--- config.mk ---
export PLATFORM = sky130hd
export DESIGN_NAME = tt_sweep_capture
export DESIGN_NICKNAME = d
export VERILOG_FILES = /design/src/rtl/tt_sweep_capture.sv
export SDC_FILE = /design/constraint.sdc
export NUM_CORES = 1
export LEC_CHECK = 0
export BUFFER_PORTS_ARGS = -buffer_cell sky130_fd_sc_hd__buf_2
export CAP_MARGIN = 25
export CELL_PAD_IN_SITES_DETAIL_PLACEMENT = 0
export CELL_PAD_IN_SITES_GLOBAL_PLACEMENT = 1
export CORE_AREA = 2 2 102 104
export CTS_CLUSTER_DIAMETER = 80
export DETAILED_ROUTE_END_ITERATION = 8
export DIE_AREA = 0 0 104 106
export PLACE_DENSITY_LB_ADDON = 0.08
export SYNTH_ARGS = -nofsm -noshare
export SYNTH_HDL_FRONTEND = slang
export SYNTH_SLANG_ARGS = --single-unit
export TNS_END_PERCENT = 1
--- constraint.sdc ---
create_clock -name clk -period 5.2 [get_ports clk]
set_input_delay 0 -clock clk [delete_from_list [all_inputs] [get_ports clk]]
set_output_delay 0 -clock clk [all_outputs]
set_load 0.05 [all_outputs]
--- src/rtl/tt_sweep_capture.sv ---
`default_nettype none
// +------------------------------------------------------------------------+
// | tt_sweep_capture: sweeps a 3-input gate through all 8 rows and         |
// | captures its truth table (row 000 = MSB).  Rev 1.0 - initial release   |
// +------------------------------------------------------------------------+
module tt_sweep_capture #(
  parameter int DWELL_W = 8
) (
  input  logic               clk,
  input  logic               rst_n,
  input  logic               start,
  input  logic               abort,
  input  logic [DWELL_W-1:0] dwell,
  input  logic [7:0]         expected,
  output logic               in1,
  output logic               in2,
  output logic               in3,
  input  logic               gate_out,
  output logic               busy,
  output logic               done,
  output logic [7:0]         truth_table,
  output logic               match
);

  localparam int C_CNT_W = DWELL_W + 1;

  typedef enum logic [1:0] {
    IDLE  = 2'd0,
    APPLY = 2'd1,
    DONE  = 2'd2
  } state_t;

  state_t               r_state;
  state_t               w_state_next;

  logic [1:0]           r_sync;
  logic                 w_gate_s;
  logic [DWELL_W-1:0]   r_dwell;
  logic [7:0]           r_expected;
  logic [2:0]           r_idx;
  logic [C_CNT_W-1:0]   r_cnt;
  logic                 r_prime;
  logic [7:0]           r_shadow;
  logic [7:0]           w_shadow_next;
  logic [C_CNT_W-1:0]   w_last;
  logic                 w_hold_end;
  logic                 w_last_row;

  assign w_gate_s = r_sync[1];

  // Last hold cycle index is D'+1, with a dwell of 0 treated as 1.
  assign w_last     = (r_dwell == '0) ? C_CNT_W'(2)
                                      : ({1'b0, r_dwell} + C_CNT_W'(1));
  assign w_hold_end = !r_prime && (r_cnt == w_last);
  assign w_last_row = (r_idx == 3'd7);

  always_comb begin
    w_shadow_next         = r_shadow;
    w_shadow_next[~r_idx] = w_gate_s;
  end

  always_ff @(posedge clk or negedge rst_n) begin
    if (!rst_n) begin
      r_state <= IDLE;
    end else begin
      r_state <= w_state_next;
    end
  end

  always_comb begin
    w_state_next = r_state;
    case (r_state)
      IDLE: begin
        if (start) begin
          w_state_next = APPLY;
        end
      end
      APPLY: begin
        if (abort) begin
          w_state_next = IDLE;
        end else if (w_hold_end && w_last_row) begin
          w_state_next = DONE;
        end
      end
      DONE: begin
        w_state_next = IDLE;
      end
      default: begin
        w_state_next = IDLE;
      end
    endcase
  end

  // The launch cycle after start (r_prime) keeps the sweep aligned so that
  // done lands one cycle after the last capture window closes.
  always_ff @(posedge clk or negedge rst_n) begin
    if (!rst_n) begin
      r_sync      <= 2'b00;
      r_dwell     <= '0;
      r_expected  <= 8'h00;
      r_idx       <= 3'd0;
      r_cnt       <= '0;
      r_prime     <= 1'b0;
      r_shadow    <= 8'h00;
      truth_table <= 8'h00;
      match       <= 1'b0;
    end else begin
      r_sync <= {r_sync[0], gate_out};
      case (r_state)
        IDLE: begin
          if (start) begin
            r_dwell    <= dwell;
            r_expected <= expected;
            r_idx      <= 3'd0;
            r_cnt      <= '0;
            r_shadow   <= 8'h00;
            r_prime    <= 1'b1;
          end
        end
        APPLY: begin
          if (!abort) begin
            if (r_prime) begin
              r_prime <= 1'b0;
            end else if (w_hold_end) begin
              r_shadow <= w_shadow_next;
              r_cnt    <= '0;
              if (w_last_row) begin
                truth_table <= w_shadow_next;
                match       <= (w_shadow_next == r_expected);
              end else begin
                r_idx <= r_idx + 3'd1;
              end
            end else begin
              r_cnt <= r_cnt + C_CNT_W'(1);
            end
          end
        end
        default: begin
        end
      endcase
    end
  end

  assign {in1, in2, in3} = (r_state == APPLY) ? r_idx : 3'b000;
  assign busy            = (r_state != IDLE);
  assign done            = (r_state == DONE);

endmodule
`default_nettype wire

Word level (Yosys, flattened, before mapping). Index checks and enable logic that the tools add are counted.

Add/sub/neg operators: 3. $mul: 0. Div/mod/pow operators: 0. Order comparisons: 2. Eq/ne operators: 11. Shift operators: 0. Mux-type cells: 28. Bitwise operators: 3. Reduce and logical (&&, ||, !) cells: 15.

Operators by type and width (number): 2-to-1 mux 9 bit (5); 2-to-1 mux 8 bit (4); 2-to-1 mux 3 bit (6); case mux 9 bit (2 select lines) (1); case mux 8 bit (2 select lines) (1); != test 2 bit, second input constant (5); AND reduction 5 bit (2); adder 8 x 1 -> 9 bit, second input constant (1); adder 9 x 1 -> 9 bit, second input constant (1); equality test 9 bit (1); bitwise mux 8 bit (1); equality test 8 bit (1); zero test 8 bit (1); 2-to-1 mux 2 bit (3); case mux 3 bit (2 select lines) (1); AND reduction 6 bit (1); less-than comparator 3 x 4 -> 1 bit, second input constant (1); case mux 2 bit (2 select lines) (1); AND reduction 2 bit (2); AND reduction 4 bit (1); nonzero test 2 bit (2); adder 3 x 1 -> 3 bit, second input constant (1); demux 1 bit (select 3 bit) (1); equality test 3 bit, second input constant (1); 12 further kinds (17).

Register bits after elaboration: 50. Bits in latches: 0. Bits in writable memories: 0. Memory bits (read-only): 0. Input bits: 21. Output and inout bits: 14. Logic and storage cells: 72. Memories kept: 0.

Logic depth before layout (Yosys ltp).
Depth after elaboration: 10. Mapped depth: 10. Depth with buffers taken out: 9.

Least setup slack after synthesis. Ideal clock, no wire load.

Path kind: reg2reg. Start point: reg r_dwell[0]. End point: reg match. Setup time: 0.125 ns. Data arrival time: 2.609 ns. Data required time: 5.075 ns. Path slack: 2.466 ns. Stages on the path, launching flop included: 11. Path buffers: 2. Period minus slack after synthesis: 2.734 ns. Cell sequence: dfrtp_1 ha_1 clkbuf_1 nand2_1 o32ai_1 o22a_1 a2111oi_4 nand4_4 or4_1 buf_6 mux2_4.

Cells in the longest elaborated chain, start to end: 5. Elaborated cells between the ends (all ways): 6. Classes of those cells: add/sub (1); eq/ne (1); mux (1); reduce/logical (3).

RTL lines: from (decl) (RTL line 38) `logic [DWELL_W-1:0] r_dwell;`; from (signal assigned) (RTL line 112) `r_dwell <= dwell;`; adder 8 x 1 -> 9 bit or zero test 8 bit (tied branches) (RTL line 53, 52); 2-to-1 mux 9 bit * (RTL line 52) `assign w_last = (r_dwell == '0) ? C_CNT_W'(2)`; equality test 9 bit * (RTL line 54) `assign w_hold_end = !r_prime && (r_cnt == w_last);`; logical AND 1 bit * (RTL line 54); AND reduction 5 bit (no line) *; to (signal assigned) (RTL line 129) `match <= (w_shadow_next == r_expected);`; to (decl) (RTL line 22) `output logic match`.

Mark *: on every way between the ends. The rest lies on a longest branch, timed or not. A chain may end at the register's enable or synchronous reset.

Worst setup path in the final report. Same ends and word-level chain as after synthesis.

==> results.md <==
- Run status: completed
- Worst vdd rail ir drop: 102 uV
- Overall power consumption: 1.04 mW
- Proportion of register bits with asynchronous set or reset after synthesis: 100%
- Type of the setup path with the least slack: reg -> reg
- Synthesized flop and latch total: 50
- Number of endpoints with negative hold slack in the final report: 0
- Crit path from: r_dwell[0]
- Met3 wire length: 152 um
- Post-CTS repair timing setup buffer count: 0
- Post-synthesis cell area: 2910 sq um
- Effective utilization at floorplan: 29.1%
- Die extent in x: 104 um
- Placed cells: 450
- Ranking of synthesized cells by instance count: dfrtp_1, nand2_1, nor2_1
- Overflow left after global routing: 0
- Highest net fanout along the worst path: 17
- Area share of the largest cell type after synthesis: 43.1%
- Final setup viols: 0
- Wire length on met2: 3.55 mm
- Final cycle utilization of the critical path: 64.5%
- Sequential fraction of the synthesis area: 43.1%
- Fraction of the mapped netlist area in adder cells: 2.15%
- Cell at the slowest stage of the critical path: or4_1
- EDFF count, synth: 0
- Vertical extent of the die: 106 um
- Area added between synthesis and finish: 19.0%
- Type of destination of the critical path: register
- CTS tree: yes
- Met1 Wirelength: 3.26 mm
- Yosys Warn Count: 0
- Fraction of synthesized area in multiplexers: 16.4%
- Detailed-route via count: 2,203
- Final Cell Area: 3460 sq um
- Placeable Area: 10000 sq um
- Vias in the first global route: 2,350
- Number of vias per cell after detailed routing: 4.63
- Chain of cells forming the critical path: ha_1 > nand2_1 > o32ai_1 > o22a_1 > a2111oi_4 > nand4_4 > or4_1 > mux2_4
- Transition time at the pin with the least slew margin: 675 ps
- Clock sink count: 50
- DRC violations left: 0
- Routed wirelength normalized by instance count: 14.8 um
- Ratio of cells with drive above 1 in the final layout: 22.6%
- Buffer levels on the longest clock path: 2
- # diodes: 0
- Capture point of the worst path: match
- Simple-gate area share of the yosys netlist: 18.3%
- Cells taking the most area after synthesis: dfrtp_1, mux2_2, mux2i_1, xor2_1, nand2_1
- GP Congestion: 0.823
- Top layer used by detailed routing: met4
- Layout Skew: 8.42 ps
- Overall global routing resource usage: 13.7%
- Most common cell in the synthesized netlist: dfrtp_1
- Compound-Gate Fraction of Synth Area: 10.7%
- Number of port buffers: 34
- Clock latency on the worst-skew pair: 310 ps
- Placed cell area: 3190 sq um
- Post-layout minimum cycle time: 3350 ps
- Number of iterations in the first detailed-routing pass: 4
- Final sum of negative setup slack: 0 ps
- Critical path required time: 5400 ps
- Final hold slack: 22.8 ps
- Total Die Area: 11,000 sq um
- Antenna violations before repair: 0
- Number of nets in the layout: 366
- Area taken by flip-flops and latches: 1250 sq um
- Critical Path Start Type: register
- Upper clock frequency limit: 298 MHz
- Total area of multi-input combinational cells: 1500 sq um
- Average cell area after synthesis: 9.78 sq um
- Worst flop-to-flop path startpoint: r_dwell[0]
- Data arrival, critical path: 3560 ps
- CTS Root Buffer Type: clkbuf_8
- Wire length of the first global-routing pass: 12.0 mm
- Critical R2R Capture: match
- Placement Rows: 37
- Max transition margin: 55.0%
- Syn Inst Count: 297
- Total Wirelength: 7.03 mm
- Share of the synthesized netlist area taken by xor and xnor gates: 3.92%
- DRT iter0 DRCs: 52
- Maximum single-stage delay on the critical path: 840 ps
- PwrDens: 301 nW/um^2
- Number of library cell types mapped by synthesis: 45
- Leakage Power: 1.61 nW
- RSZ-0062 raised after global routing: no
- Primary flip-flop cell chosen by synthesis mapping: dfrtp_1
- Cell depth of the worst flop-to-flop path: 8
- Number of nets with antenna violations after detailed routing: 0
- H-tree depth: 2
- Largest family of logic cells by synthesized area: simple AND/OR/NAND/NOR gates
- Maximum number of pins on one net before global-route repair: 51
- Detailed placement HPWL: 4.83 mm
- Number of nets produced by synthesis: 323
- Number of buffers inserted during clock tree synthesis: 5
- Worst min-delay path class: in -> reg
- Number of inserted filler cells in the final layout: 1,087
- Register-to-register setup slack: 1850 ps
- Largest area contributor in the synthesized netlist: dfrtp_1
- Final number of max-transition violations: 0
- Count of boundary I/O pins: 35
- Number of maximum-capacitance constraint violations: 0
- Clk slew on worst S/H paths: 100 ps
- Number of standard cells in the layout, taps in and fillers out: 476
[sequential cells by signal, indices dropped and copies added, names as in the netlist]
signal	cells
r_shadow	8
r_expected	8
match	1
r_cnt	9
r_dwell	8
r_prime	1
truth_table	8
r_sync	2
r_state	2
r_idx	3
[worst max-delay path: cells and delay by family, from the launching register on]
| kind | cells | cell delay, ps |
|---|---|---|
| and+or+nand+nor | 3 | 1340 |
| adders and majority gates | 1 | 330 |
| AOI/OAI and AO/OA | 3 | 720 |
| muxes | 1 | 410 |
| DFF | 1 | 460 |
[logic make-up (layout without fill, tap and decap cells)]
logic type,Yosys count,in the layout
AO/OA/AOI/OAI,44,44
XOR/XNOR,13,13
adder cells (fa/ha/maj),5,5
buffers and inverters,38,81
flip-flops,50,50
multiplexers,44,44
AND/OR/NAND/NOR,103,103
[worst min path at each step]
| stage | slack (ps) | end | cells after the start | startpoint |
|---|---|---|---|---|
| floorplan | -300 | match | 0 | rst_n |
| global placement | 110 | r_sync[0] | 1 | gate_out |
| global route | 50 | r_prime | 3 | start |
| detailed placement | 110 | r_sync[0] | 1 | gate_out |
| CTS | 30 | r_prime | 3 | start |
| finish | 20 | r_prime | 3 | start |
[layout by cell type (no fill, tap or decap), drive strengths merged, types with 2 or more instances in the layout]
cell         instances
a21oi                7
a22o                 8
a31oi                2
and2                 3
and3                 2
buf                 37
clkbuf               5
dfrtp               50
dlygate4sd3         19
ha                   5
inv                 19
mux2                25
mux2i               19
nand2               27
nand2b               5
nand3                8
nand3b               3
nand4                6
nor2                25
nor2b                3
nor3                 5
nor3b                3
o21ai               14
o221ai               2
o22ai                3
o311ai               2
or2                  4
or3                  5
xor2                12
[routing by layer]
metal	global-route usage, %	vias up
li1	-	1112
met1	17.1	1060
met3	2.15	6
met5	0	-
met4	3.76	0
met2	24.7	25
[timing repair]
action                                 CTS  global route
gates resized for setup                  0             0
hold buffers                            19             0
endpoints found under the hold margin   68             0
[final cells by class]
class / count / share of cell area, %
clock buffer: 5 / 1.99
clock inverter: 2 / 0.398
inverter: 18 / 1.95
multi-input combinational: 209 / 43.4
sequential: 50 / 36.2
tap: 136 / 4.92
timing repair buffer: 56 / 11.2
[report_power, final]
group	switching [mW]	leakage, nW	internal [mW]	total [mW]
clock	0.139	0.0444	0.0934	0.232
combinational	0.140	0.963	0.126	0.266
sequential	0.0972	0.605	0.444	0.541
[metrics by stage]
step / setup slack (ps) / utilization [%]
final: 1850 / 34.6
after global routing: 1580 / 34.6
after CTS: 1780 / 34.6
after detailed placement: 1800 / 31.9
after global placement: 1890 / 31.7
after floorplan: 2470 / -
(Power assumes the default switching activity.)
